===== config.mk =====
export PLATFORM = sky130hd
export DESIGN_NAME = alu_pipe_nbit
export DESIGN_NICKNAME = d
export VERILOG_FILES = /design/src/rtl/alu_pkg.sv /design/src/rtl/alu_mul_seq.sv /design/src/rtl/alu_pipe_nbit.sv
export SDC_FILE = /design/constraint.sdc
export NUM_CORES = 1
export LEC_CHECK = 0
export ABC_AREA = 1
export ABC_CLOCK_PERIOD_IN_PS = 2340
export BUFFER_PORTS_ARGS = -buffer_cell sky130_fd_sc_hd__buf_2
export CELL_PAD_IN_SITES_DETAIL_PLACEMENT = 1
export CELL_PAD_IN_SITES_GLOBAL_PLACEMENT = 2
export CORE_UTILIZATION = 31
export DETAILED_ROUTE_END_ITERATION = 6
export PLACE_DENSITY = 0.83
export SYNTH_ARGS = -nofsm -noshare
export SYNTH_HDL_FRONTEND = slang
export SYNTH_SLANG_ARGS = --single-unit

===== constraint.sdc =====
create_clock -name clk -period 2.34 [get_ports clk]
set_input_delay 0.468 -clock clk [delete_from_list [all_inputs] [get_ports clk]]
set_output_delay 0.468 -clock clk [all_outputs]
set_load 0.05 [all_outputs]

===== src/rtl/alu_pkg.sv =====
// Shared opcode map, flag bit positions and FSM encoding for the pipelined ALU.
package alu_pkg;

  localparam logic [3:0] OP_ADD   = 4'h0;
  localparam logic [3:0] OP_SUB   = 4'h1;
  localparam logic [3:0] OP_AND   = 4'h2;
  localparam logic [3:0] OP_OR    = 4'h3;
  localparam logic [3:0] OP_XOR   = 4'h4;
  localparam logic [3:0] OP_NOT   = 4'h5;
  localparam logic [3:0] OP_INC   = 4'h6;
  localparam logic [3:0] OP_DEC   = 4'h7;
  localparam logic [3:0] OP_ADC   = 4'h8;
  localparam logic [3:0] OP_SBB   = 4'h9;
  localparam logic [3:0] OP_SHL   = 4'hA;
  localparam logic [3:0] OP_SHR   = 4'hB;
  localparam logic [3:0] OP_SAR   = 4'hC;
  localparam logic [3:0] OP_MUL   = 4'hD;
  localparam logic [3:0] OP_CMP   = 4'hE;
  localparam logic [3:0] OP_PASSB = 4'hF;

  localparam int F_C = 0;
  localparam int F_Z = 1;
  localparam int F_N = 2;
  localparam int F_V = 3;

  typedef enum logic {
    ST_IDLE = 1'b0,
    ST_MUL  = 1'b1
  } state_t;

endpackage


===== src/rtl/alu_mul_seq.sv =====
// Shift-add multiplier: one partial product per cycle, WIDTH steps per product.
module alu_mul_seq import alu_pkg::*; #(
  parameter int WIDTH = 8
) (
  input  logic                 clk,
  input  logic                 rst_n,
  input  logic                 i_start,
  input  logic [WIDTH-1:0]     i_a,
  input  logic [WIDTH-1:0]     i_b,
  output logic                 o_done,
  output logic [2*WIDTH-1:0]   o_product
);

  localparam int CW = (WIDTH > 1) ? $clog2(WIDTH) : 1;

  logic [2*WIDTH-1:0] r_mcand;
  logic [WIDTH-1:0]   r_mplier;
  logic [2*WIDTH-1:0] r_prod;
  logic [CW-1:0]      r_cnt;
  logic               r_busy;
  logic [2*WIDTH-1:0] w_prod_next;

  // The final partial product is added combinationally so the product is ready on the WIDTH-th edge.
  assign w_prod_next = r_prod + (r_mplier[0] ? r_mcand : {(2*WIDTH){1'b0}});
  assign o_done      = r_busy && (r_cnt == CW'(WIDTH-1));
  assign o_product   = w_prod_next;

  // Operand shift registers, running sum and step counter.
  always_ff @(posedge clk or negedge rst_n) begin
    if (!rst_n) begin
      r_mcand  <= {(2*WIDTH){1'b0}};
      r_mplier <= {WIDTH{1'b0}};
      r_prod   <= {(2*WIDTH){1'b0}};
      r_cnt    <= {CW{1'b0}};
      r_busy   <= 1'b0;
    end else if (i_start) begin
      r_mcand  <= {{WIDTH{1'b0}}, i_a};
      r_mplier <= i_b;
      r_prod   <= {(2*WIDTH){1'b0}};
      r_cnt    <= {CW{1'b0}};
      r_busy   <= 1'b1;
    end else if (r_busy) begin
      r_mcand  <= {r_mcand[2*WIDTH-2:0], 1'b0};
      r_mplier <= {1'b0, r_mplier[WIDTH-1:1]};
      r_prod   <= w_prod_next;
      r_cnt    <= r_cnt + CW'(1'b1);
      r_busy   <= !o_done;
    end else begin
      r_busy   <= 1'b0;
    end
  end

endmodule


===== src/rtl/alu_pipe_nbit.sv =====
// Registered WIDTH-bit ALU with valid/ready handshake, stored carry, accumulator feedback
// and a sequential multiply that blocks new requests while it runs.
module alu_pipe_nbit import alu_pkg::*; #(
  parameter int WIDTH = 8,
  parameter int OPW   = 4
) (
  input  logic             clk,
  input  logic             rst_n,
  input  logic             in_valid,
  output logic             in_ready,
  input  logic [OPW-1:0]   op,
  input  logic [WIDTH-1:0] a,
  input  logic [WIDTH-1:0] b,
  input  logic             use_acc,
  output logic             out_valid,
  input  logic             out_ready,
  output logic [WIDTH-1:0] result,
  output logic [3:0]       flags,
  output logic             busy
);

  state_t             r_state;
  logic [WIDTH-1:0]   r_result;
  logic [3:0]         r_flags;
  logic               r_out_valid;
  logic [WIDTH-1:0]   r_acc;
  logic               r_carry;

  logic [WIDTH-1:0]   w_a;
  logic               w_accept;
  logic               w_start;
  logic               w_load;
  logic               w_acc_load;
  logic               w_mul_done;
  logic [2*WIDTH-1:0] w_mul_prod;
  logic [WIDTH-1:0]   w_add_y;
  logic               w_add_cin;
  logic [WIDTH:0]     w_sum;
  logic               w_ovf;
  logic [WIDTH-1:0]   w_res;
  logic               w_c;
  logic               w_v;
  logic [WIDTH-1:0]   w_zn_src;
  logic [WIDTH-1:0]   w_fin_res;
  logic [3:0]         w_fin_flags;

  assign w_a        = use_acc ? r_acc : a;
  assign in_ready   = rst_n && (r_state == ST_IDLE) && (!r_out_valid || out_ready);
  assign w_accept   = in_valid && in_ready;
  assign w_start    = w_accept && (op == OP_MUL);
  assign w_load     = (w_accept && (op != OP_MUL)) || ((r_state == ST_MUL) && w_mul_done);
  assign w_acc_load = w_load && ((r_state == ST_MUL) || (op != OP_CMP));

  assign out_valid = r_out_valid;
  assign result    = r_result;
  assign flags     = r_flags;
  assign busy      = (r_state == ST_MUL);

  alu_mul_seq #(.WIDTH(WIDTH)) u_mul (
    .clk       (clk),
    .rst_n     (rst_n),
    .i_start   (w_start),
    .i_a       (w_a),
    .i_b       (b),
    .o_done    (w_mul_done),
    .o_product (w_mul_prod)
  );

  // All add/subtract-style ops share one WIDTH+1 adder; subtraction feeds ~b.
  always_comb begin
    w_add_y   = b;
    w_add_cin = 1'b0;
    case (op)
      OP_SUB, OP_CMP: begin w_add_y = ~b;               w_add_cin = 1'b1;    end
      OP_ADC:         begin w_add_y = b;                w_add_cin = r_carry; end
      OP_SBB:         begin w_add_y = ~b;               w_add_cin = r_carry; end
      OP_INC:         begin w_add_y = {WIDTH{1'b0}};    w_add_cin = 1'b1;    end
      OP_DEC:         begin w_add_y = {WIDTH{1'b1}};    w_add_cin = 1'b0;    end
      default:        begin w_add_y = b;                w_add_cin = 1'b0;    end
    endcase
  end

  assign w_sum = {1'b0, w_a} + {1'b0, w_add_y} + {{WIDTH{1'b0}}, w_add_cin};
  assign w_ovf = (w_a[WIDTH-1] == w_add_y[WIDTH-1]) && (w_sum[WIDTH-1] != w_a[WIDTH-1]);

  // Single-cycle opcode decode; CMP reports a but takes Z/N from the difference.
  always_comb begin
    w_res = w_sum[WIDTH-1:0];
    w_c   = 1'b0;
    w_v   = 1'b0;
    case (op)
      OP_ADD, OP_SUB, OP_ADC, OP_SBB, OP_INC, OP_DEC: begin
        w_c = w_sum[WIDTH];
        w_v = w_ovf;
      end
      OP_AND:   w_res = w_a & b;
      OP_OR:    w_res = w_a | b;
      OP_XOR:   w_res = w_a ^ b;
      OP_NOT:   w_res = ~w_a;
      OP_SHL:   begin w_res = {w_a[WIDTH-2:0], 1'b0};        w_c = w_a[WIDTH-1]; end
      OP_SHR:   begin w_res = {1'b0, w_a[WIDTH-1:1]};        w_c = w_a[0];       end
      OP_SAR:   begin w_res = {w_a[WIDTH-1], w_a[WIDTH-1:1]}; w_c = w_a[0];      end
      OP_CMP:   begin w_res = w_a; w_c = w_sum[WIDTH]; w_v = w_ovf; end
      OP_PASSB: w_res = b;
      default:  w_res = w_sum[WIDTH-1:0];
    endcase
  end

  assign w_zn_src = (op == OP_CMP) ? w_sum[WIDTH-1:0] : w_res;

  // Select what loads into the output register: decoded op or finished product.
  always_comb begin
    w_fin_res   = w_res;
    w_fin_flags = 4'b0000;
    if (r_state == ST_MUL) begin
      w_fin_res        = w_mul_prod[WIDTH-1:0];
      w_fin_flags[F_C] = |w_mul_prod[2*WIDTH-1:WIDTH];
      w_fin_flags[F_Z] = (w_mul_prod[WIDTH-1:0] == {WIDTH{1'b0}});
      w_fin_flags[F_N] = w_mul_prod[WIDTH-1];
      w_fin_flags[F_V] = 1'b0;
    end else begin
      w_fin_res        = w_res;
      w_fin_flags[F_C] = w_c;
      w_fin_flags[F_Z] = (w_zn_src == {WIDTH{1'b0}});
      w_fin_flags[F_N] = w_zn_src[WIDTH-1];
      w_fin_flags[F_V] = w_v;
    end
  end

  // FSM plus output, accumulator and stored-carry registers.
  always_ff @(posedge clk or negedge rst_n) begin
    if (!rst_n) begin
      r_state     <= ST_IDLE;
      r_result    <= {WIDTH{1'b0}};
      r_flags     <= 4'b0000;
      r_out_valid <= 1'b0;
      r_acc       <= {WIDTH{1'b0}};
      r_carry     <= 1'b0;
    end else begin
      case (r_state)
        ST_IDLE: r_state <= w_start ? ST_MUL : ST_IDLE;
        ST_MUL:  r_state <= w_mul_done ? ST_IDLE : ST_MUL;
        default: r_state <= ST_IDLE;
      endcase
      if (w_load) begin
        r_result    <= w_fin_res;
        r_flags     <= w_fin_flags;
        r_carry     <= w_fin_flags[F_C];
        r_out_valid <= 1'b1;
      end else if (out_ready) begin
        r_out_valid <= 1'b0;
      end else begin
        r_out_valid <= r_out_valid;
      end
      if (w_acc_load) begin
        r_acc <= w_fin_res;
      end else begin
        r_acc <= r_acc;
      end
    end
  end

endmodule


# Word level (Yosys, flattened, before mapping)
# Index checks and enable logic that the tools add are counted.
# W data, S select, Z words.
dict set report word_totals {
  register_bits 67
  out_inout_bits 15
}
dict set report classes {
  add_sub_neg 4
  eq_ne 20
  mux 25
  n_bitwise 6
  reduce_logical 25
}
# operator count
set op_table {}
lappend op_table {{$mux W16} 5}
lappend op_table {{$pmux W8 S9} 1}
lappend op_table {{$mux W8} 5}
lappend op_table {{$eq A4 B4 Y1 const B} 8}
lappend op_table {{$pmux W8 S3} 1}
lappend op_table {{$add A16 B16 Y16} 1}
lappend op_table {{$eq A4 B3 Y1 const B} 4}
lappend op_table {{$logic_not A8 Y1} 2}
lappend op_table {{$not A8 Y8} 2}
lappend op_table {{$add A8 B8 Y9} 1}
lappend op_table {{$add A9 B1 Y9} 1}
lappend op_table {{$logic_and A1 B1 Y1} 9}
lappend op_table {{$and A8 B8 Y8} 1}
lappend op_table {{$eq A4 B2 Y1 const B} 2}
lappend op_table {{$ne A4 B4 Y1 const B} 2}
lappend op_table {{$or A8 B8 Y8} 1}
lappend op_table {{$reduce_or A8 Y1} 1}
lappend op_table {{$xor A8 B8 Y8} 1}
lappend op_table {{$mux W1} 7}
lappend op_table {{$reduce_or A7 Y1} 1}
lappend op_table {{$mux W3} 2}
lappend op_table {{$reduce_or A3 Y1} 2}
lappend op_table {{$eq A4 B1 Y1 const B} 1}
lappend op_table {{$logic_not A4 Y1} 1}
lappend op_table {{12 further kinds} 18}

# Longest topological paths before layout
# Gate-level depths: netlist of run 1.
dict set report depth {
  ltp_word 9
  ltp_mapped 21
}

# Cells and area by module
# A second synthesis of run 1 with hierarchy kept.
dict set report unflattened {
  hier_cells 826
  area_unflattened_um2 5465.2
}
# mod instances cells_each area_each_um2 seq_area_each_um2
set by_module_without_submodules {}
lappend by_module_without_submodules {alu_mul_seq 1 380 2813.9 1101.1}
lappend by_module_without_submodules {alu_pipe_nbit 1 446 2651.3 550.5}

# Worst setup path after synthesis of run 1
# OpenSTA, ideal clock, no wires.
dict set report synth_timing {
  path_type {input to register}
  startpoint {input port op[0]}
  endpoint {register r_flags[1] (netlist: flags[1])}
  setup_ns 0.077
  t_arrival_ns 2.970
  required_ns 2.263
  path_slack_ns -0.707
  cell_stages 19
  path_buffers 0
  path_cell_list {inv_2 > nand2_1 > nor2_4 > a21oi_1 > inv_1 > a21oi_1 > o21ai_0 > fa_1 > fa_1 > nand2_1 > nand2_1 > nand2_1 > xor2_1 > nand2_1 > a21oi_1 > nand2_1 > nand2_1 > nand3_1 > a21oi_1}
}
dict set report synth_via {
  elab_chain_cells 9
  word_cells_on_any_way 28
  cone_classes {add/sub: 2; eq/ne: 15; mux: 5; reduce/logical: 6}
}
# element line_no
set synth_lines {}
lappend synth_lines {{from (decl)} alu_pipe_nbit.sv:11} ;# input logic [OPW-1:0] op,
lappend synth_lines {{$eq A4 B4 Y1 (tied with other cells)} {alu_pipe_nbit.sv:73, alu_pipe_nbit.sv:91, alu_pipe_nbit.sv:109}}
lappend synth_lines {{$reduce_or A3 Y1 (no source line)} n/a}
lappend synth_lines {{$pmux W8 S3} alu_pipe_nbit.sv:73} ;# case (op)
lappend synth_lines {{$add A8 B8 Y9} alu_pipe_nbit.sv:83} ;# assign w_sum = {1'b0, w_a} + {1'b0, w_add_y} + {{WIDTH{1'b0}}, w_add_cin};
lappend synth_lines {{$add A9 B1 Y9} alu_pipe_nbit.sv:83}
lappend synth_lines {{$pmux W8 S9} alu_pipe_nbit.sv:91} ;# case (op)
lappend synth_lines {{$mux W8} alu_pipe_nbit.sv:109} ;# assign w_zn_src = (op == OP_CMP) ? w_sum[WIDTH-1:0] : w_res;
lappend synth_lines {{$logic_not A8 Y1} alu_pipe_nbit.sv:124} ;# w_fin_flags[F_Z] = (w_zn_src == {WIDTH{1'b0}});
lappend synth_lines {{$mux W4} alu_pipe_nbit.sv:115} ;# if (r_state == ST_MUL) begin
lappend synth_lines {{to (signal assigned)} alu_pipe_nbit.sv:147} ;# r_flags <= w_fin_flags;
lappend synth_lines {{to (decl)} alu_pipe_nbit.sv:24} ;# logic [3:0] r_flags;
# Parallel ways exist; a longest one is shown, timed or not.
# A chain may end at the register's enable or synchronous reset.

# Worst setup path in the final report of run 1
dict set report layout_timing {
  startpoint {input port op[1]}
  endpoint {register r_flags[1] (netlist: flags[1])}
}
# Same word-level chain as after synthesis.

==> results.md, run 1 <==
- R2r startpoint: flags[0]$_DFFE_PN0P_
- Antenna fix cells: 0
- RD Place Congestion: 0.903
- Post-Syn Area: 5260 um^2
- Worst Hold Class: primary input to register
- CP peak stage delay: 0.39 ns
- Clock sink count: 66
- Setup violators final: 18
- Ratio of cells with drive above 1 in the final layout: 0.323
- Num rows: 47
- Final WS setup: -0.237 ns
- Post-route ant nets: 0
- First-pass GRT wire length: 31.6 mm
- Max-Cap Viols: 0
- H-tree depth: 3
- Ys async rst share: 1.00
- Max-slew headroom: 0.405
- WP buf/inv: 2
- DRC errors left: 0
- Synth top cells by count: nand2_1, inv_1, dfrtp_1, nand3_1, nor2_1
- Most numerous cell in the Yosys netlist: nand2_1
- CP Launch Type: primary input
- Root buf cell: clkbuf_16
- Crit path time final: 2.58 ns
- Final hold slack: 0.331 ns
- Initial Utilization: 0.317
- Vias in the first global route: 6,077
- Max stage delay cell, worst path: fa_2
- CTS tree: done
- Total die area: 17,500 um^2
- Area share of the largest cell type after synthesis: 0.314
- Final wirelength: 19.3 mm
- CP Max Fanout: 4
- Critical Path Source: op[1]
- Crit. End Element: register
- End of the critical path: flags[1]$_DFFE_PN0P_
- Die H: 132 um
- R2R cell count: 11
- CTS Buf Count: 9
- Area grow syn2layout: 43.5%
- Final Skew: 0.00900 ns
- GRT Residual Overflow: 0
- Period Utilization, post-route: 1.10
- Post-DP HPWL: 15.0 mm
- Final nets: 1,000
- Fmax: 388 MHz
- Failing checks: setup timing
- Cells after Synth: 768
- Slew at the pin with the worst max-slew slack: 0.892 ns
- Syn Nets: 836
- IO Port Bufs: 39
- I/O pin total: 40
- Post-synth EDFFs: 0
- Drt first pass iters: 7
- Crit path depth: 16
- Pin count of the biggest net entering global routing: 67
- Maximum vdd drop: 557 uV
- Crit Path Class: primary input to register
- Drt via density: 4.89
- Yosys reg bits: 66
- FILL cells: 2,109
- Final hold viol count: 0
- Drt initial violations: 198
- Largest area contributor in the netlist: dfrtp_1
- Dominant cells by area after synthesis: dfrtp_1, nand2_1, ha_1, inv_1, nand3_1
- Delay-heaviest family, CP: adder cells
- Status: finished, violations left
- Leakage: 3.94 nW
- Pwr/cell area: 986 nW/um^2
- Hold-fix buffers, CTS: 0
- Worst-path clk slew: 0.06 ns
- Yosys warns: 0
- Ys flop type: dfrtp_1
- Reg-to-Reg End: flags[1]$_DFFE_PN0P_
- Syn_area_per_cell: 6.85 um^2
- RSZ-0062 raised after global routing: yes
- Distinct cells, synth: 39
- Clock Tree Buf Depth: 2
- Total GRT Usage: 0.232
- Drt wl/cell: 16.6 um
- Total number of vias: 5,655
- Initial antenna violation count: 0
- Critical path required time: 2.62 ns
- Core area: 16,600 um^2
- Fin util: 0.455
- Final-report max-slew violation count: 0
- Worst-Skew Late Latency: 0.34 ns
- Die X: 132 um
- Reg2reg setup slack: -0.11 ns
- Seq/Total Area, Yosys: 0.314
- Worst Path Arrival: 2.86 ns
- CP cell instances: buf_12, nand2_8, nor2_4, a21oi_4, inv_2, a21oi_2, o21ai_2, fa_2, fa_2, xor2_2, or2_4, nand2_1, nand3_1, o21bai_1, nand3_1, a21oi_2
-- cell usage in the layout (no fill, tap or decap), types with 11 or more instances in the layout --
cell / n
ha_1: 32
inv_2: 13
o21ai_0: 23
nor2_1: 45
nand3_2: 11
nand2_1: 236
buf_2: 35
nand2_2: 29
buf_4: 124
a21oi_1: 18
nand3_1: 42
a21oi_2: 12
dfrtp_1: 66
o21ai_1: 17
inv_1: 93
-- area by class of cell --
| class | instances | area (um^2) | share of cell area |
|---|---|---|---|
| clock buffers | 10 | 239 | 0.0317 |
| clock inverters | 6 | 113 | 0.0149 |
| flip-flops and latches | 66 | 1650 | 0.219 |
| inverters | 108 | 420 | 0.0557 |
| repair buffers | 170 | 1280 | 0.169 |
| well taps | 220 | 275 | 0.0365 |
| multi-input cells | 577 | 3570 | 0.473 |
-- routing by layer --
layer  up-vias  GRT usage  wire length (um)
met5         -          0                 0
met4         0     0.0677               556
met3        32     0.0315               597
met2        92      0.412              9730
met1      2730      0.291              8370
li1       2801          -                 -
-- cell families (layout without fill, tap and decap cells) --
group	after synthesis	after routing	synth area share
compound gates	124	124	0.148
xor+xnor	16	16	0.0266
fa+ha+maj	43	43	0.107
buf+inv	125	294	0.0951
flops	66	66	0.314
simple gates	394	394	0.310
-- registers in the layout, indices dropped and copies added (netlist names) --
| name | flops |
|---|---|
| u_mul.r_cnt | 3 |
| u_mul.r_mcand | 16 |
| u_mul.r_mplier | 8 |
| u_mul.r_prod | 16 |
| flags | 4 |
| out_valid | 1 |
| result | 8 |
| u_mul.r_busy | 1 |
| busy | 1 |
| r_acc | 8 |
-- stage by stage --
stage / area [um^2] / TNS, ns / power (W) / cells / setup slack, ns
CTS: 7330 / -1.72 / 0.00729 / 1153 / -0.276
finish: 7550 / -1.82 / 0.00744 / 1157 / -0.237
detailed placement: 6650 / -12.08 / 0.00540 / 1132 / -0.745
global route: 7550 / -3.82 / 0.00794 / 1157 / -0.339
global placement: 6650 / -10.70 / 0.00530 / 1132 / -0.667
floorplan: 5320 / -1.95 / 0.00395 / 768 / -0.372
-- where the power goes --
group	switching [W]	internal, W	total (W)	leakage (nW)
Sequential	0.000298	0.00157	0.00186	0.878
Clock	0.000526	0.00107	0.00160	0.173
Combinational	0.00242	0.00155	0.00398	2.89
-- how the worst min path moves through the flow --
stage	cells after the start	end	startpoint
4_1_cts	2	out_valid$_DFFE_PN0P_	out_ready
3_5_place_dp	2	result[3]$_DFFE_PN0P_	result[3]$_DFFE_PN0P_
6_report	2	out_valid$_DFFE_PN0P_	out_ready
5_1_grt	2	out_valid$_DFFE_PN0P_	out_ready
3_3_place_gp	2	result[7]$_DFFE_PN0P_	result[7]$_DFFE_PN0P_
2_1_floorplan	0	busy$_DFF_PN0_	rst_n
-- what timing repair did --
item                                    in CTS  in global routing
resized for setup                           80                 37
pin swaps                                   36                 31
setup buffers                                5                  4
endpoints found under the setup margin      19                 22
cloned                                       0                  0
Power figures use the tool's default switching activity.
==> run 2: changes to the inputs <==
Settings changed: ABC_AREA 1 to unset, CORE_UTILIZATION 31 to 34, PLACE_DENSITY 0.83 to 0.82.
==> results.md, run 2 <==
- Root buf cell: clkbuf_16
- Psw: 0.00503 W (+55%)
- Final-report max-slew violation count: 0 (unchanged)
- Distinct cells, synth: 73 (+87%)
- Largest area contributor in the netlist: dfrtp_1
- Drt via density: 5.67 (+16%)
- Fmax: 308 MHz (-21%)
- Total number of vias: 5,821 (+2.9%)
- Area grow syn2layout: 53.0%
- Num rows: 45 (-4.3%)
- Critical path required time: 2.56 ns (-0.06 ns)
- CTS tree: done
- Drt first pass iters: 5 (-2)
- Final Skew: 0.0125 ns (+0.00349 ns)
- Area share of the largest cell type after synthesis: 0.307 (-0.00737)
- First-pass GRT wire length: 33.5 mm (+6.2%)
- Pwr/cell area: 1330 nW/um^2 (+35%)
- Vias in the first global route: 6,043 (-0.56%)
- Net Sw Frac: 0.458 (+0.0217)
- Antenna fix cells: 0 (unchanged)
- Clock sink count: 66 (unchanged)
- Pin count of the biggest net entering global routing: 62 (-7.5%)
- Final nets: 880 (-12%)
- Ratio of cells with drive above 1 in the final layout: 0.445 (+0.122)
- Pre-CTS setup slack: -1.23 ns (-0.483 ns)
- Worst-Skew Late Latency: 0.35 ns (about the same)
- Crit path time final: 3.25 ns (+0.669 ns)
- Core area: 15,300 um^2 (-7.7%)
- H-tree depth: 3 (unchanged)
- Total GRT Usage: 0.270 (+0.0382)
- Die X: 128 um (-3.3%)
- Final wirelength: 23.5 mm (+22%)
- Seq pwr share: 0.187 (-0.064)
- Max-Cap Viols: 0 (unchanged)
- Dominant cells by area after synthesis: dfrtp_1, ha_1, mux2i_1, nor2_1, nand2_1
- Top flop regs: u_mul.r_mcand (16), u_mul.r_prod (16)
- Clock power share: 0.125 (-0.090)
- GRT Residual Overflow: 0 (unchanged)
- IO Port Bufs: 39 (unchanged)
- Cells after Synth: 617 (-20%)
- Post-Syn Area: 5390 um^2 (+2.4%)
- Pint: 0.00594 W (+42%)
- Most frequent cells in the layout: buf_4, dfrtp_1, nand2_1
- Post-DP HPWL: 15.3 mm (+2.5%)
- Crit Path Class: primary input to register
- Syn Nets: 685 (-18%)
- DRC errors left: 0 (unchanged)
- Yosys reg bits: 66 (unchanged)
- Yosys warns: 0 (unchanged)
- Crit. End Element: register
- Ys flop type: dfrtp_1
- Post-route ant nets: 0 (unchanged)
- Period Utilization, post-route: 1.39 (+0.286)
- Worst Hold Class: primary input to async pin
- I/O pin total: 40 (unchanged)
- CP Launch Type: primary input
- Maximum vdd drop: 472 uV (-15%)
- Syn_area_per_cell: 8.73 um^2 (+27%)
- Drt initial violations: 470 (+140%)
- Fin util: 0.538 (+0.0830)
- Initial Utilization: 0.352 (+0.0345)
- Die H: 128 um (-3.3%)
- Total die area: 16,300 um^2 (-6.5%)
- Most numerous cell in the Yosys netlist: dfrtp_1
- Final WS setup: -0.907 ns (-0.669 ns)
- Worst Path Arrival: 3.46 ns (+0.60 ns)
- Synth top cells by count: dfrtp_1, nor2_1, nand2_1, mux2i_1, o21ai_0
- Slew at the pin with the worst max-slew slack: 0.645 ns (-0.247 ns)
- Hold-fix buffers, CTS: 0 (unchanged)
- FILL cells: 1,780 (-16%)
- Comb power frac: 0.687 (+0.152)
- Max-slew headroom: 0.566 (+0.161)
- Leakage: 3.60 nW (-8.7%)
- CP Max Fanout: 4 (unchanged)
- R2R cell count: 11 (unchanged)
- Post-synth EDFFs: 0 (unchanged)
- Seq/Total Area, Yosys: 0.307 (-0.00737)
- CTS Buf Count: 9 (unchanged)
- Drt wl/cell: 22.9 um (+37%)
- RD Place Congestion: 0.884 (-2.1%)
- RSZ-0062 raised after global routing: yes
- Clock Tree Buf Depth: 2 (unchanged)
- Most common cell after layout, fill and taps aside: buf_4
- Worst-path clk slew: 0.06 ns (about the same)
- Final hold viol count: 0 (unchanged)
- Initial antenna violation count: 0 (unchanged)
- Status: finished, violations left
- Setup violators final: 28 (+10)
- Ys async rst share: 1.00 (unchanged)
- Failing checks: setup timing
## run 2: cell types whose count changed after synthesis, sizes merged, moves of 8 or more
cell / previous run / this run
nand2b: 0 / 9
a211oi: 0 / 12
mux2i: 0 / 46
o31ai: 0 / 12
and2: 0 / 17
inv: 108 / 27
xnor2: 3 / 15
nand3: 56 / 4
o21ai: 53 / 45
nand2: 268 / 58
clkbuf: 8 / 20
## run 2: cell type report
class	count	area, um^2	area share
multi-input combinational	489	4230	0.513
timing repair buffer	218	1690	0.205
sequential	66	1650	0.201
tap	211	264	0.0320
clock buffer	10	239	0.0290
inverter	28	115	0.0140
clock inverter	4	53.8	0.00653
## run 2: worst max-delay path: stages
cell and delay [ns]:
buf_4 0.14, a21oi_4 0.21, a21oi_4 0.06, o22ai_2 0.21, a21oi_2 0.07, fa_2 0.40
fa_2 0.39, a211o_1 0.37, a211o_1 0.32, a221oi_2 0.29, a2111o_1 0.25, o41ai_2 0.11
nand4_1 0.10, o21ai_1 0.06
## run 2: power groups by stage
| stage | Combinational (W) | Clock, W | Sequential, W |
|---|---|---|---|
| final | 0.00754 | 0.00137 | 0.00206 |
| after global routing | 0.00801 | 0.00143 | 0.00211 |
| after CTS | 0.00648 | 0.00139 | 0.00204 |
| after detailed placement | 0.00587 | 0 | 0.00204 |
| after global placement | 0.00561 | 0 | 0.00200 |
| after floorplan | 0.00309 | 0 | 0.00230 |
## run 2: cell families (layout without fill, tap and decap cells)
kind of cell | Yosys count | count (layout) | synth area share
XOR/XNOR | 21 | 21 | 0.0341
buffers and inverters | 62 | 260 | 0.0485
adder cells (fa/ha/maj) | 43 | 43 | 0.104
AO/OA/AOI/OAI | 183 | 183 | 0.235
multiplexers | 51 | 51 | 0.104
flip-flops | 66 | 66 | 0.307
AND/OR/NAND/NOR | 191 | 191 | 0.167
## run 2: what timing repair did
item / CTS / global route
setup buffers: 14 / 12
gates cloned: 0 / 0
resized for setup: 85 / 96
endpoints found under the setup margin: 29 / 32
pin swaps: 42 / 31
## run 2: metal layers
layer / part of all wire / GRT usage / vias to the layer above
met1: 0.42 / 0.351 / 2929
met4: 0.040 / 0.105 / 0
met3: 0.044 / 0.0317 / 64
met2: 0.49 / 0.457 / 191
li1: - / - / 2637
met5: 0 / 0 / -
## run 2: final timing paths
kind                                  startpoint                       endpoint  slack, ns
setup / recovery                           op[0]           flags[1]$_DFFE_PN0P_      -0.91
hold / removal                             rst_n  u_mul.r_mcand[15]$_DFFE_PN0P_       0.25
setup reg to reg            r_acc[0]$_DFFE_PN0P_           flags[1]$_DFFE_PN0P_      -0.84
hold reg to reg            result[3]$_DFFE_PN0P_          result[3]$_DFFE_PN0P_       0.48
max in group asynchronous                  rst_n           r_acc[5]$_DFFE_PN0P_       1.21
min in group clk                       out_ready          out_valid$_DFFE_PN0P_       0.45
## run 2: per-stage QoR
stage | setup TNS (ns) | hold WS, ns | cells | power [W] | area, um^2
6_report | -11.10 | 0.253 | 1026 | 0.0110 | 8240
5_1_grt | -13.19 | 0.279 | 1026 | 0.0116 | 8240
4_1_cts | -7.68 | 0.257 | 1016 | 0.00990 | 7700
3_5_place_dp | -21.36 | 0.470 | 992 | 0.00790 | 6950
3_3_place_gp | -17.97 | 0.459 | 992 | 0.00761 | 6950
2_1_floorplan | -32.89 | 0.172 | 617 | 0.00540 | 5460
